## src/rtl/dnn_pkg.sv

```systemverilog
// -----------------------------------------------------------------------------
// dnn_pkg
// Types and constants shared between the DNN core and its row feeder.
//   - ST_IDLE / ST_FILL : row-assembler FSM encodings
//   - state_e           : enum view of the same encodings (debug visibility)
//   - row_vec_t         : row vector at the core's default geometry
//                         (element k sits in slot [k])
// -----------------------------------------------------------------------------
package dnn_pkg;

  localparam int DNN_DATA_WIDTH = 8;
  localparam int DNN_COL_NUM    = 8;

  localparam logic [0:0] ST_IDLE = 1'b0;
  localparam logic [0:0] ST_FILL = 1'b1;

  typedef enum logic [0:0] {
    IDLE = 1'b0,
    FILL = 1'b1
  } state_e;

  typedef logic [DNN_COL_NUM-1:0][DNN_DATA_WIDTH-1:0] row_vec_t;

endpackage

```

## src/rtl/dnn_row_assembler.sv

```systemverilog
// -----------------------------------------------------------------------------
// dnn_row_assembler
// Packs a serial element stream into COL_NUM-wide rows for the DNN core and
// tracks the row position inside a ROW_NUM-row frame.
//
// Ports
//   clk, rst        : clock, asynchronous active-high reset
//   en              : stream enable; low freezes intake and counters
//   stream_iv/or    : element valid / ready
//   stream_sof_i    : first element of a frame (qualified by stream_iv)
//   stream_id       : element data
//   row_ov          : one-cycle pulse, row_od holds a fresh row
//   row_od          : row vector, element k = k-th accepted element
//   row_idx_od      : row index inside the frame for row_od
//   frame_done_ov   : pulses with row_ov of the last row of a frame
//   frame_err_o     : sticky framing error (missing or premature sof)
//   state_dbg_o     : current FSM state
//
// Handshake: an element transfers on every rising edge where stream_iv and
// stream_or are both high; stream_or is simply en gated by reset, so the
// producer may see it drop combinationally. The output side has no ready:
// the DNN core always consumes.
// -----------------------------------------------------------------------------
module dnn_row_assembler
  import dnn_pkg::*;
#(
  parameter int DATA_WIDTH = 8,
  parameter int ROW_NUM    = 8,
  parameter int COL_NUM    = 8,
  localparam int CW = (COL_NUM > 1) ? $clog2(COL_NUM) : 1,
  localparam int RW = (ROW_NUM > 1) ? $clog2(ROW_NUM) : 1
) (
  input  logic                               clk,
  input  logic                               rst,
  input  logic                               en,
  input  logic                               stream_iv,
  input  logic                               stream_sof_i,
  input  logic [DATA_WIDTH-1:0]              stream_id,
  output logic                               stream_or,
  output logic                               row_ov,
  output logic [COL_NUM-1:0][DATA_WIDTH-1:0] row_od,
  output logic [RW-1:0]                      row_idx_od,
  output logic                               frame_done_ov,
  output logic                               frame_err_o,
  output state_e                             state_dbg_o
);

  logic [0:0]                         state_q, state_d;
  logic [CW-1:0]                      col_q, col_d;
  logic [RW-1:0]                      row_q, row_d;
  logic [COL_NUM-1:0][DATA_WIDTH-1:0] shadow_q, shadow_d;
  logic [COL_NUM-1:0][DATA_WIDTH-1:0] row_out_q, row_out_d;
  logic [RW-1:0]                      idx_q, idx_d;
  logic                               row_v_q, row_v_d;
  logic                               done_q, done_d;
  logic                               err_q, err_d;

  logic          accept;
  logic          take;
  logic [CW-1:0] eff_col;
  logic [RW-1:0] eff_row;

  assign stream_or = en & ~rst;
  assign accept    = stream_iv & stream_or;

  always_comb begin
    state_d   = state_q;
    col_d     = col_q;
    row_d     = row_q;
    shadow_d  = shadow_q;
    row_out_d = row_out_q;
    idx_d     = idx_q;
    row_v_d   = 1'b0;
    done_d    = 1'b0;
    err_d     = err_q;
    take      = 1'b0;
    eff_col   = '0;
    eff_row   = '0;

    // Decide where the accepted element lands. A sof always restarts the
    // frame at column 0 / row 0; it is only an error when it cuts into
    // something already in progress. A non-sof beat in IDLE is dropped.
    if (accept) begin
      if (stream_sof_i) begin
        take = 1'b1;
        if (state_q == ST_FILL && (col_q != '0 || row_q != '0)) begin
          err_d = 1'b1;
        end
      end else if (state_q == ST_FILL) begin
        take    = 1'b1;
        eff_col = col_q;
        eff_row = row_q;
      end else begin
        err_d = 1'b1;
      end
    end

    if (take) begin
      if (eff_col == CW'(COL_NUM - 1)) begin
        // Last column: the new element goes straight into the output row,
        // bypassing the shadow buffer, so the row is out one cycle later.
        for (int k = 0; k < COL_NUM; k++) begin
          row_out_d[k] = (k == COL_NUM - 1) ? stream_id : shadow_q[k];
        end
        idx_d   = eff_row;
        row_v_d = 1'b1;
        col_d   = '0;
        if (eff_row == RW'(ROW_NUM - 1)) begin
          done_d  = 1'b1;
          row_d   = '0;
          state_d = ST_IDLE;
        end else begin
          row_d   = eff_row + RW'(1);
          state_d = ST_FILL;
        end
      end else begin
        shadow_d[eff_col] = stream_id;
        col_d             = eff_col + CW'(1);
        row_d             = eff_row;
        state_d           = ST_FILL;
      end
    end
  end

  always_ff @(posedge clk or posedge rst) begin
    if (rst) begin
      state_q   <= ST_IDLE;
      col_q     <= '0;
      row_q     <= '0;
      shadow_q  <= '0;
      row_out_q <= '0;
      idx_q     <= '0;
      row_v_q   <= 1'b0;
      done_q    <= 1'b0;
      err_q     <= 1'b0;
    end else begin
      state_q   <= state_d;
      col_q     <= col_d;
      row_q     <= row_d;
      shadow_q  <= shadow_d;
      row_out_q <= row_out_d;
      idx_q     <= idx_d;
      row_v_q   <= row_v_d;
      done_q    <= done_d;
      err_q     <= err_d;
    end
  end

  assign row_ov        = row_v_q;
  assign row_od        = row_out_q;
  assign row_idx_od    = idx_q;
  assign frame_done_ov = done_q;
  assign frame_err_o   = err_q;
  assign state_dbg_o   = state_e'(state_q);

endmodule
```

## config.mk

```make
export PLATFORM = sky130hd
export DESIGN_NAME = dnn_row_assembler
export DESIGN_NICKNAME = d
export VERILOG_FILES = /design/src/rtl/dnn_pkg.sv /design/src/rtl/dnn_row_assembler.sv
export SDC_FILE = /design/constraint.sdc
export NUM_CORES = 1
export LEC_CHECK = 0
export CAP_MARGIN = 10
export CORE_AREA = 2 2 107 150
export CTS_BUF_LIST = sky130_fd_sc_hd__clkbuf_2 sky130_fd_sc_hd__clkbuf_4 sky130_fd_sc_hd__clkbuf_8
export CTS_CLUSTER_DIAMETER = 100
export CTS_CLUSTER_SIZE = 40
export DETAILED_ROUTE_END_ITERATION = 8
export DIE_AREA = 0 0 109 152
export PLACE_DENSITY = 0.68
export REMOVE_ABC_BUFFERS = 1
export SYNTH_ARGS = -nofsm -noshare
export SYNTH_HDL_FRONTEND = slang
export SYNTH_SLANG_ARGS = --single-unit
```

## constraint.sdc

```tcl
create_clock -name clk -period 5.47 [get_ports clk]
set_input_delay 1.094 -clock clk [delete_from_list [all_inputs] [get_ports clk]]
set_output_delay 1.094 -clock clk [all_outputs]
set_load 0.05 [all_outputs]
```

==> results.md, run 1 <==
* Share of cells above drive strength 1 at between 10% and 20%
* Final worst hold slack at 0.4643 ns
* Pre-CTS worst setup slack at 1.000 ns
* Largest family of logic cells by synthesized area: simple AND/OR/NAND/NOR gates
* Area share of the largest cell type after synthesis at a little under two thirds
* Antenna violations before repair at 0
* Top cell type by total area after synthesis: sky130_fd_sc_hd__dfrtp_1
* Number of levels in the clock H-tree at 4
* Slowest cell on the critical path: sky130_fd_sc_hd__and3b_1
* Clock transition at the registers of the reported paths at about 0.070 ns
* Sink count of the clock tree at approximately 130
* Core Footprint at ~0.015 mm2
* Critical register-to-register path startpoint: state_dbg_o$_DFFE_PP0P_
* Cell breakdown of the critical path: clkdlybuf4s50_1 > and3b_1 > nand3_2 > nor2_1 > ha_1 > o211ai_1 > inv_2 > buf_4 > nand2_1 > nand2_1
* Post-CTS Setup Bufs at 0
* Count of TritonRoute iterations in the first routing pass at 7
* Smallest setup slack after layout at 1.450 ns
* WHS Path Cells at 1
* Share of synthesized flip-flops with an asynchronous set or reset at between 90% and 100%
* Synth Area in Simple Gates at between 10% and 20%
* Register-to-Register Setup Slack at approximately 2.4 ns
* Area contributors post-synth: sky130_fd_sc_hd__dfrtp_1 (63%), sky130_fd_sc_hd__nand2_1 (14%), sky130_fd_sc_hd__mux2_2 (11%), sky130_fd_sc_hd__mux2_4 (2.3%), sky130_fd_sc_hd__clkbuf_1 (0.93%)
* Outcome: complete, no violations
* Required time of the critical path at 5.84 ns
* Worst path max stage delay at about 0.64 ns
* CTS tree: yes
* Number of violations reported at the end of detailed-routing iteration 0 at about 180
* Reg2Reg Depth at 9
* Estimated wirelength of the detail-placed design at approximately 7.4 mm
* Site row count at 54
* Post-detailed-route count of antenna-violating nets at 0
* Power per cell area at 309.6 mW/mm2
* ANT cells at 0
* Source of the critical timing path: rst
* Category of the most critical setup path: in -> reg
* Summed instance area of the synthesized netlist at about 0.0053 mm2
* Largest fanout on the critical path at 47
* Max_slew headroom at between 40% and 50%
* Max Root-Sink Buffers at 2
* RSZ-0062 raised after global routing: false
* Wire length per cell at around 15 um
* Detailed-route vias per instance at between 4 and 5
* Total Routed Length at about 11 mm
* Final critical path time including I/O delays and setup at ~4 ns
* Xor and xnor area share after synthesis at 0%
* Number of distinct library cells after synthesis at 37
* Endpoint of the worst-slack reg-to-reg timing path: row_od[9]$_DFFE_PP0P_
* Clock tree root driver cell: sky130_fd_sc_hd__clkbuf_8
* Peak supply drop at 119.3 uV
* Boundary pin count at 85
* Die Outline Area at roughly 0.017 mm2
* Max-capacitance violation count at 0
* Tightest Hold Check Type: reg -> reg
* Number of max-slew violations in the final report at 0
* Hold violation count in the final report at 0
* Max Clock Freq at roughly 250 MHz
* Period utilisation layout at 73.50%
* Synthesized instance count at 464
* Port buffer count at 84
* Commonest cells in the netlist: sky130_fd_sc_hd__nand2_1 (198), sky130_fd_sc_hd__dfrtp_1 (133), sky130_fd_sc_hd__mux2_2 (49)
* Aggregate negative setup slack at 0 ns
* Post-cts gate resize count at 0
* Number of global-route vias before repair at around 3500
* Number of buffers created by CTS at 17
* Fraction of the mapped netlist area in compound gates at 3.072%
* Main synth FF type: sky130_fd_sc_hd__dfrtp_1
* Hold buffers post-CTS at 0
* Transition time at the pin with the least slew margin at 0.8276 ns
* Nets at ~570
* Number of warning messages in the yosys log at 0
* Multiplexer share of the synthesized area at between 10 and 15%
* Final core occ at a little over two fifths
* Maximum number of pins on one net before global-route repair at 94
* Clock insertion delay at the later pin of the skew report at 0.43 ns
* CP Launch Type: primary input
* Most frequent cell after synthesis: sky130_fd_sc_hd__nand2_1
* Die width at 109 um
* Post-synthesis area per instance at between 10 and 15 um2
* Cell occurring most often along the worst timing path: sky130_fd_sc_hd__nand2_1
* Starting density of the core at about 34%
* Y dimension of the die at between 150 and 200 um
* Arrival time of data at the critical path endpoint at roughly 4.4 ns
* Global-route wire length before repair at ~18 mm
* Post-detailed-route DRC marker count at 0
* Critical path capture point type: flip-flop
* Last weighted congestion value of the routability-driven placer at about 0.76
* GRT overflow at 0
* Total of endpoints with negative setup slack in the final report at 0
* Adder-cell share of the synthesized area at less than 1%
* Tot GR Track Use at 14.22%
* Fraction of the yosys area taken by sequential cells at 63.35%
* Layout overhead on the synthesized area at 26.41%
* Cell leakage power at approximately 3.4 nW
* Clock Skews at ~0.012 ns
* Synthesized flop and latch total at 133
* Count of flip-flops with a built-in enable after synthesis at 0
* Vias after detailed routing at 3496
* Worst setup endpoint: row_od[9]$_DFFE_PP0P_
==> worst min path at each step <==
stage                        startpoint                       to
3_5_place_dp    frame_err_o$_DFFE_PP0P_  frame_err_o$_DFFE_PP0P_
3_3_place_gp   shadow_q[41]$_DFFE_PP0P_   row_od[41]$_DFFE_PP0P_
6_report        frame_err_o$_DFFE_PP0P_  frame_err_o$_DFFE_PP0P_
5_1_grt        shadow_q[40]$_DFFE_PP0P_   row_od[40]$_DFFE_PP0P_
2_1_floorplan  shadow_q[10]$_DFFE_PP0P_   row_od[10]$_DFFE_PP0P_
4_1_cts        shadow_q[25]$_DFFE_PP0P_   row_od[25]$_DFFE_PP0P_
==> state kept, by name, summed over array words and instances, names as in the netlist <==
name and flops:
row_idx_od 3, state_dbg_o 1, shadow_q 56, frame_done_ov 1
row_q 3, row_ov 1, col_q 3, frame_err_o 1
row_od 64
==> power by group <==
group / internal, mW / leakage, nW / total, mW / switching, mW
Sequential: 1.07 / 1.81 / 1.12 / 0.0543
Clock: 0.399 / 0.195 / 0.761 / 0.361
Combinational: 0.0889 / 1.35 / 0.173 / 0.0844
Total: 1.56 / 3.35 / 2.06 / 0.500
==> metrics by stage <==
step	total power [mW]	std cells	instance area, um2
final	2.056	759	6641
after global routing	2.151	759	6641
after CTS	2.077	759	6641
after detailed placement	1.317	727	6271
after global placement	1.304	727	6271
after floorplan	1.257	444	5157
==> placed cells by master, fill, tap and decap left out, types with 2 or more instances in the layout <==
cell type	n
sky130_fd_sc_hd__clkdlybuf4s50_1	84
sky130_fd_sc_hd__clkbuf_8	20
sky130_fd_sc_hd__o21ai_0	4
sky130_fd_sc_hd__nand3_1	2
sky130_fd_sc_hd__ha_1	3
sky130_fd_sc_hd__a22o_1	2
sky130_fd_sc_hd__a21o_1	2
sky130_fd_sc_hd__nor2_1	4
sky130_fd_sc_hd__and3_1	4
sky130_fd_sc_hd__nor2b_1	2
sky130_fd_sc_hd__o211ai_1	2
sky130_fd_sc_hd__nand2_1	198
sky130_fd_sc_hd__buf_4	3
sky130_fd_sc_hd__dfrtp_1	133
sky130_fd_sc_hd__mux2_4	8
sky130_fd_sc_hd__inv_1	6
sky130_fd_sc_hd__mux2_2	49
sky130_fd_sc_hd__clkbuf_4	2
sky130_fd_sc_hd__clkinvlp_4	2
sky130_fd_sc_hd__a32o_1	2
sky130_fd_sc_hd__clkinv_2	7
sky130_fd_sc_hd__a21oi_1	3
==> critical path, delay by kind of cell <==
| family | cells | cell delay (ns) |
|---|---|---|
| AND/OR/NAND/NOR | 5 | 1.22 |
| AO/OA/AOI/OAI | 1 | 0.21 |
| buffers and inverters | 3 | 1.48 |
| adder cells (fa/ha/maj) | 1 | 0.36 |
==> logic make-up after synthesis <==
| group | Yosys count |
|---|---|
| simple gates | 222 |
| flops | 133 |
| mux | 57 |
| buf+inv | 28 |
| compound gates | 21 |
| fa+ha+maj | 3 |
==> per-layer routing <==
metal / global-route usage [%] / routed length, um / vias to the layer above
met5: 0 / 0 / -
met4: 4.884 / 169 / 0
met3: 4.161 / 454 / 11
met2: 23.78 / 5717 / 74
met1: 17.31 / 4797 / 1740
li1: - / - / 1671
==> layout make-up <==
| type | instances | area (um2) |
|---|---|---|
| Clock inverter | 10 | 80.08 |
| Inverter | 8 | 35.03 |
| Sequential cell | 133 | 3328 |
| Fill cell | 1437 | 8696 |
| Tap cell | 196 | 245.2 |
| Multi-Input combinational cell | 303 | 1799 |
| Clock buffer | 22 | 290.3 |
| Timing Repair Buffer | 87 | 863.3 |
Power figures use the tool's default switching activity.
==> run 2, diff against run 1 <==
--- a/config.mk
+++ b/config.mk
@@ -12,7 +12,7 @@
 export CTS_CLUSTER_SIZE = 40
 export DETAILED_ROUTE_END_ITERATION = 8
 export DIE_AREA = 0 0 109 152
-export PLACE_DENSITY = 0.68
+export PLACE_DENSITY = 0.7
 export REMOVE_ABC_BUFFERS = 1
 export SYNTH_ARGS = -nofsm -noshare
 export SYNTH_HDL_FRONTEND = slang
==> constraint.sdc (replaced) <==
create_clock -name clk -period 3.2 [get_ports clk]
set_input_delay 0.64 -clock clk [delete_from_list [all_inputs] [get_ports clk]]
set_output_delay 0.64 -clock clk [all_outputs]
set_load 0.05 [all_outputs]
==> run 2 against run 1 <==
Against the previous run:
- combinational power up 78%
- setup slack worse by 1.0 ns
- critical endpoint is now stream_or
- clock skew down 0.0026 ns
- register-to-register slack worse by 1.8 ns
- core utilization up 0.94 points
- final cell count up 1.6%
- power up 77%
==> results.md, run 2 (synthesis gave the netlist of run 1 again) <==
* Outcome: complete, no violations (unchanged)
* Maximum number of pins on one net before global-route repair at 71 (was 94)
* Portion of total power attributed to combinational logic at 8.5% (was 8.4%)
* Post-cts gate resize count at 0 (unchanged)
* Peak supply drop at 206.8 uV (was 119.3 uV)
* Critical path capture point type: output port (was flip-flop)
* Register-to-Register Setup Slack at 0.63 ns (was 2.43 ns)
* Final core occ at 44.24% (was 43.30%)
* Estimated wirelength of the detail-placed design at 8.014 mm (was 7.402 mm)
* Layout overhead on the synthesized area at 29.15% (was 26.41%)
* Reg2Reg Depth at 7 (was 9)
* CP Launch Type: primary input (unchanged)
* Hold violation count in the final report at 0 (unchanged)
* Nets at 578 (was 566)
* Number of flip-flops under the largest register name at 64 (unchanged)
* Site row count at 54 (unchanged)
* Detailed-route vias per instance at 4.597 (was 4.606)
* Required time of the critical path at 2.56 ns (was 5.84 ns)
* Sink count of the clock tree at 133 (unchanged)
* Cell leakage power at 3.425 nW (was 3.354 nW)
* Sequential cell fraction of total power at 52.7% (was 54.6%)
* Total Routed Length at 11.50 mm (was 11.14 mm)
* Aggregate negative setup slack at 0 ns (unchanged)
* Y dimension of the die at 152 um (unchanged)
* Count of TritonRoute iterations in the first routing pass at 4 (was 7)
* Boundary pin count at 85 (unchanged)
* Die Outline Area at 0.01657 mm2 (unchanged)
* CTS tree: yes (unchanged)
* Core Footprint at 0.01534 mm2 (unchanged)
* Number of violations reported at the end of detailed-routing iteration 0 at 175 (unchanged)
* Number of buffers created by CTS at 17 (unchanged)
* Share of cells above drive strength 1 at 19.65% (was 17.94%)
* Arrival time of data at the critical path endpoint at 2.12 ns (was 4.39 ns)
* Worst path max stage delay at 0.81 ns (was 0.64 ns)
* Critical Path Stages at 4 (was 10)
* Hold buffers post-CTS at 0 (unchanged)
* Global-route wire length before repair at 19.15 mm (was 18.17 mm)
* Top library cells by usage in the layout, fill and taps aside: sky130_fd_sc_hd__nand2_1 (198), sky130_fd_sc_hd__dfrtp_1 (133), sky130_fd_sc_hd__clkdlybuf4s50_1 (84), sky130_fd_sc_hd__mux2_2 (49), sky130_fd_sc_hd__clkbuf_8 (21) (was sky130_fd_sc_hd__nand2_1 (198), sky130_fd_sc_hd__dfrtp_1 (133), sky130_fd_sc_hd__clkdlybuf4s50_1 (84), sky130_fd_sc_hd__mux2_2 (49), sky130_fd_sc_hd__clkbuf_8 (20))
* Antenna violations before repair at 0 (unchanged)
* Clock Skews at 0.009590 ns (was 0.01224 ns)
* Worst setup endpoint: stream_or (was row_od[9]$_DFFE_PP0P_)
* Clock transition at the registers of the reported paths at 0.08 ns (was 0.07 ns)
* Number of levels in the clock H-tree at 4 (unchanged)
* Category of the most critical setup path: in -> out (was in -> reg)
* GRT overflow at 0 (unchanged)
* Slowest cell on the critical path: sky130_fd_sc_hd__clkdlybuf4s50_1 (was sky130_fd_sc_hd__and3b_1)
* Worst path bufs/invs at 3 (unchanged)
* Post-detailed-route count of antenna-violating nets at 0 (unchanged)
* Vias after detailed routing at 3544 (was 3496)
* RSZ-0062 raised after global routing: false (unchanged)
* Source of the critical timing path: rst (unchanged)
* Tot GR Track Use at 14.94% (was 14.22%)
* Tightest Hold Check Type: reg -> reg (unchanged)
* Port buffer count at 84 (unchanged)
* Period utilisation layout at about 86%
* Wire length per cell at 14.92 um (was 14.67 um)
* Number of non-filler instances in the completed layout at 771 (was 759)
* Cell occurring most often along the worst timing path: sky130_fd_sc_hd__clkdlybuf4s50_1 (was sky130_fd_sc_hd__nand2_1)
* Post-detailed-route DRC marker count at 0 (unchanged)
* ANT cells at 0 (unchanged)
* Clock Power Share at 38.8% (was 37.0%)
* Internal cell power at 2.760 mW (was 1.556 mW)
* Max Clock Freq at roughly 360 MHz
* Overall power after layout at 3.642 mW (was 2.056 mW)
* Max Root-Sink Buffers at 2 (unchanged)
* Largest fanout on the critical path at 2 (was 47)
* Critical register-to-register path startpoint: state_dbg_o$_DFFE_PP0P_ (unchanged)
* Max-capacitance violation count at 0 (unchanged)
* Total of endpoints with negative setup slack in the final report at 0 (unchanged)
* Last weighted congestion value of the routability-driven placer at 0.7620 (was 0.7604)
* Net Sw Frac at 24.22% (was 24.33%)
* Max_slew headroom at 52.92% (was 44.83%)
* Final critical path time including I/O delays and setup at 2.758 ns
* Family with the most delay on the worst path: buffers and inverters (unchanged)
* Cell breakdown of the critical path: clkdlybuf4s50_1 > buf_4 > nor2b_1 > clkdlybuf4s50_1 (was clkdlybuf4s50_1 > and3b_1 > nand3_2 > nor2_1 > ha_1 > o211ai_1 > inv_2 > buf_4 > nand2_1 > nand2_1)
* Clock insertion delay at the later pin of the skew report at 0.43 ns (about the same)
* Most frequent standard cell in the layout excluding fill and tap cells: sky130_fd_sc_hd__nand2_1 (unchanged)
* Transition time at the pin with the least slew margin at 0.7063 ns (was 0.8276 ns)
* Post-placement cell count at 739 (was 727)
* Number of max-slew violations in the final report at 0 (unchanged)
* Net switching component of the power at 882.0 uW (was 500.1 uW)
* Post-CTS Setup Bufs at 0 (unchanged)
* Number of global-route vias before repair at 3826 (was 3541)
* Endpoint of the worst-slack reg-to-reg timing path: row_idx_od[1]$_DFFE_PP0P_ (was row_od[9]$_DFFE_PP0P_)
* Clock tree root driver cell: sky130_fd_sc_hd__clkbuf_8 (unchanged)
* Die width at 109 um (unchanged)
* Power per cell area at 536.8 mW/mm2 (was 309.6 mW/mm2)
* Starting density of the core at 34.26% (unchanged)
## run 2: how the worst min path moves through the flow
stage                        startpoint  cells after the start                 endpoint  slack (ns)
6_report       shadow_q[27]$_DFFE_PP0P_                      2   row_od[27]$_DFFE_PP0P_        0.47
5_1_grt        shadow_q[35]$_DFFE_PP0P_                      2   row_od[35]$_DFFE_PP0P_        0.49
4_1_cts        shadow_q[27]$_DFFE_PP0P_                      2   row_od[27]$_DFFE_PP0P_        0.47
3_5_place_dp    frame_err_o$_DFFE_PP0P_                      1  frame_err_o$_DFFE_PP0P_        0.45
3_3_place_gp    shadow_q[3]$_DFFE_PP0P_                      2    row_od[3]$_DFFE_PP0P_        0.45
2_1_floorplan  shadow_q[10]$_DFFE_PP0P_                      2   row_od[10]$_DFFE_PP0P_        0.43
## run 2: per-layer routing
layer,up-vias,GRT usage (%),routed length [um]
met5,-,0,0
met3,17,4.118,520
met1,1740,17.85,4770
met4,0,5.617,196
li1,1703,-,-
met2,84,25.29,6014
## run 2: worst reg2reg max path, delay by kind of cell (launching register included)
kind                     cells  cell delay (ns)
AND/OR/NAND/NOR              2             0.54
adder cells (fa/ha/maj)      1             0.21
AO/OA/AOI/OAI                2             0.36
buffers and inverters        2             0.79
flip-flops                   1             0.52
## run 2: metrics by stage
stage	setup slack [ns]	cell area [um2]	hold slack, ns
CTS	0.4269	6785	0.4680
global route	0.3454	6785	0.4884
global placement	0.1391	6374	0.4473
finish	0.4417	6785	0.4673
floorplan	-2.406	5157	0.4331
detailed placement	0.06593	6374	0.4531
## run 2: power by group through the flow
stage / clock (mW) / sequential (mW) / combinational (mW)
6_report: 1.41 / 1.92 / 0.308
5_1_grt: 1.52 / 1.94 / 0.343
4_1_cts: 1.45 / 1.92 / 0.316
3_5_place_dp: 0 / 1.95 / 0.316
3_3_place_gp: 0 / 1.94 / 0.299
2_1_floorplan: 0 / 1.93 / 0.217
## run 2: cell type report
cell class,instances,area (um2)
clock inverters,11,122.6
fillers,1420,8552
repair buffers,99,965.9
inverters,8,35.03
flip-flops and latches,133,3328
multi-input cells,303,1799
clock buffers,21,289.0
well taps,196,245.2
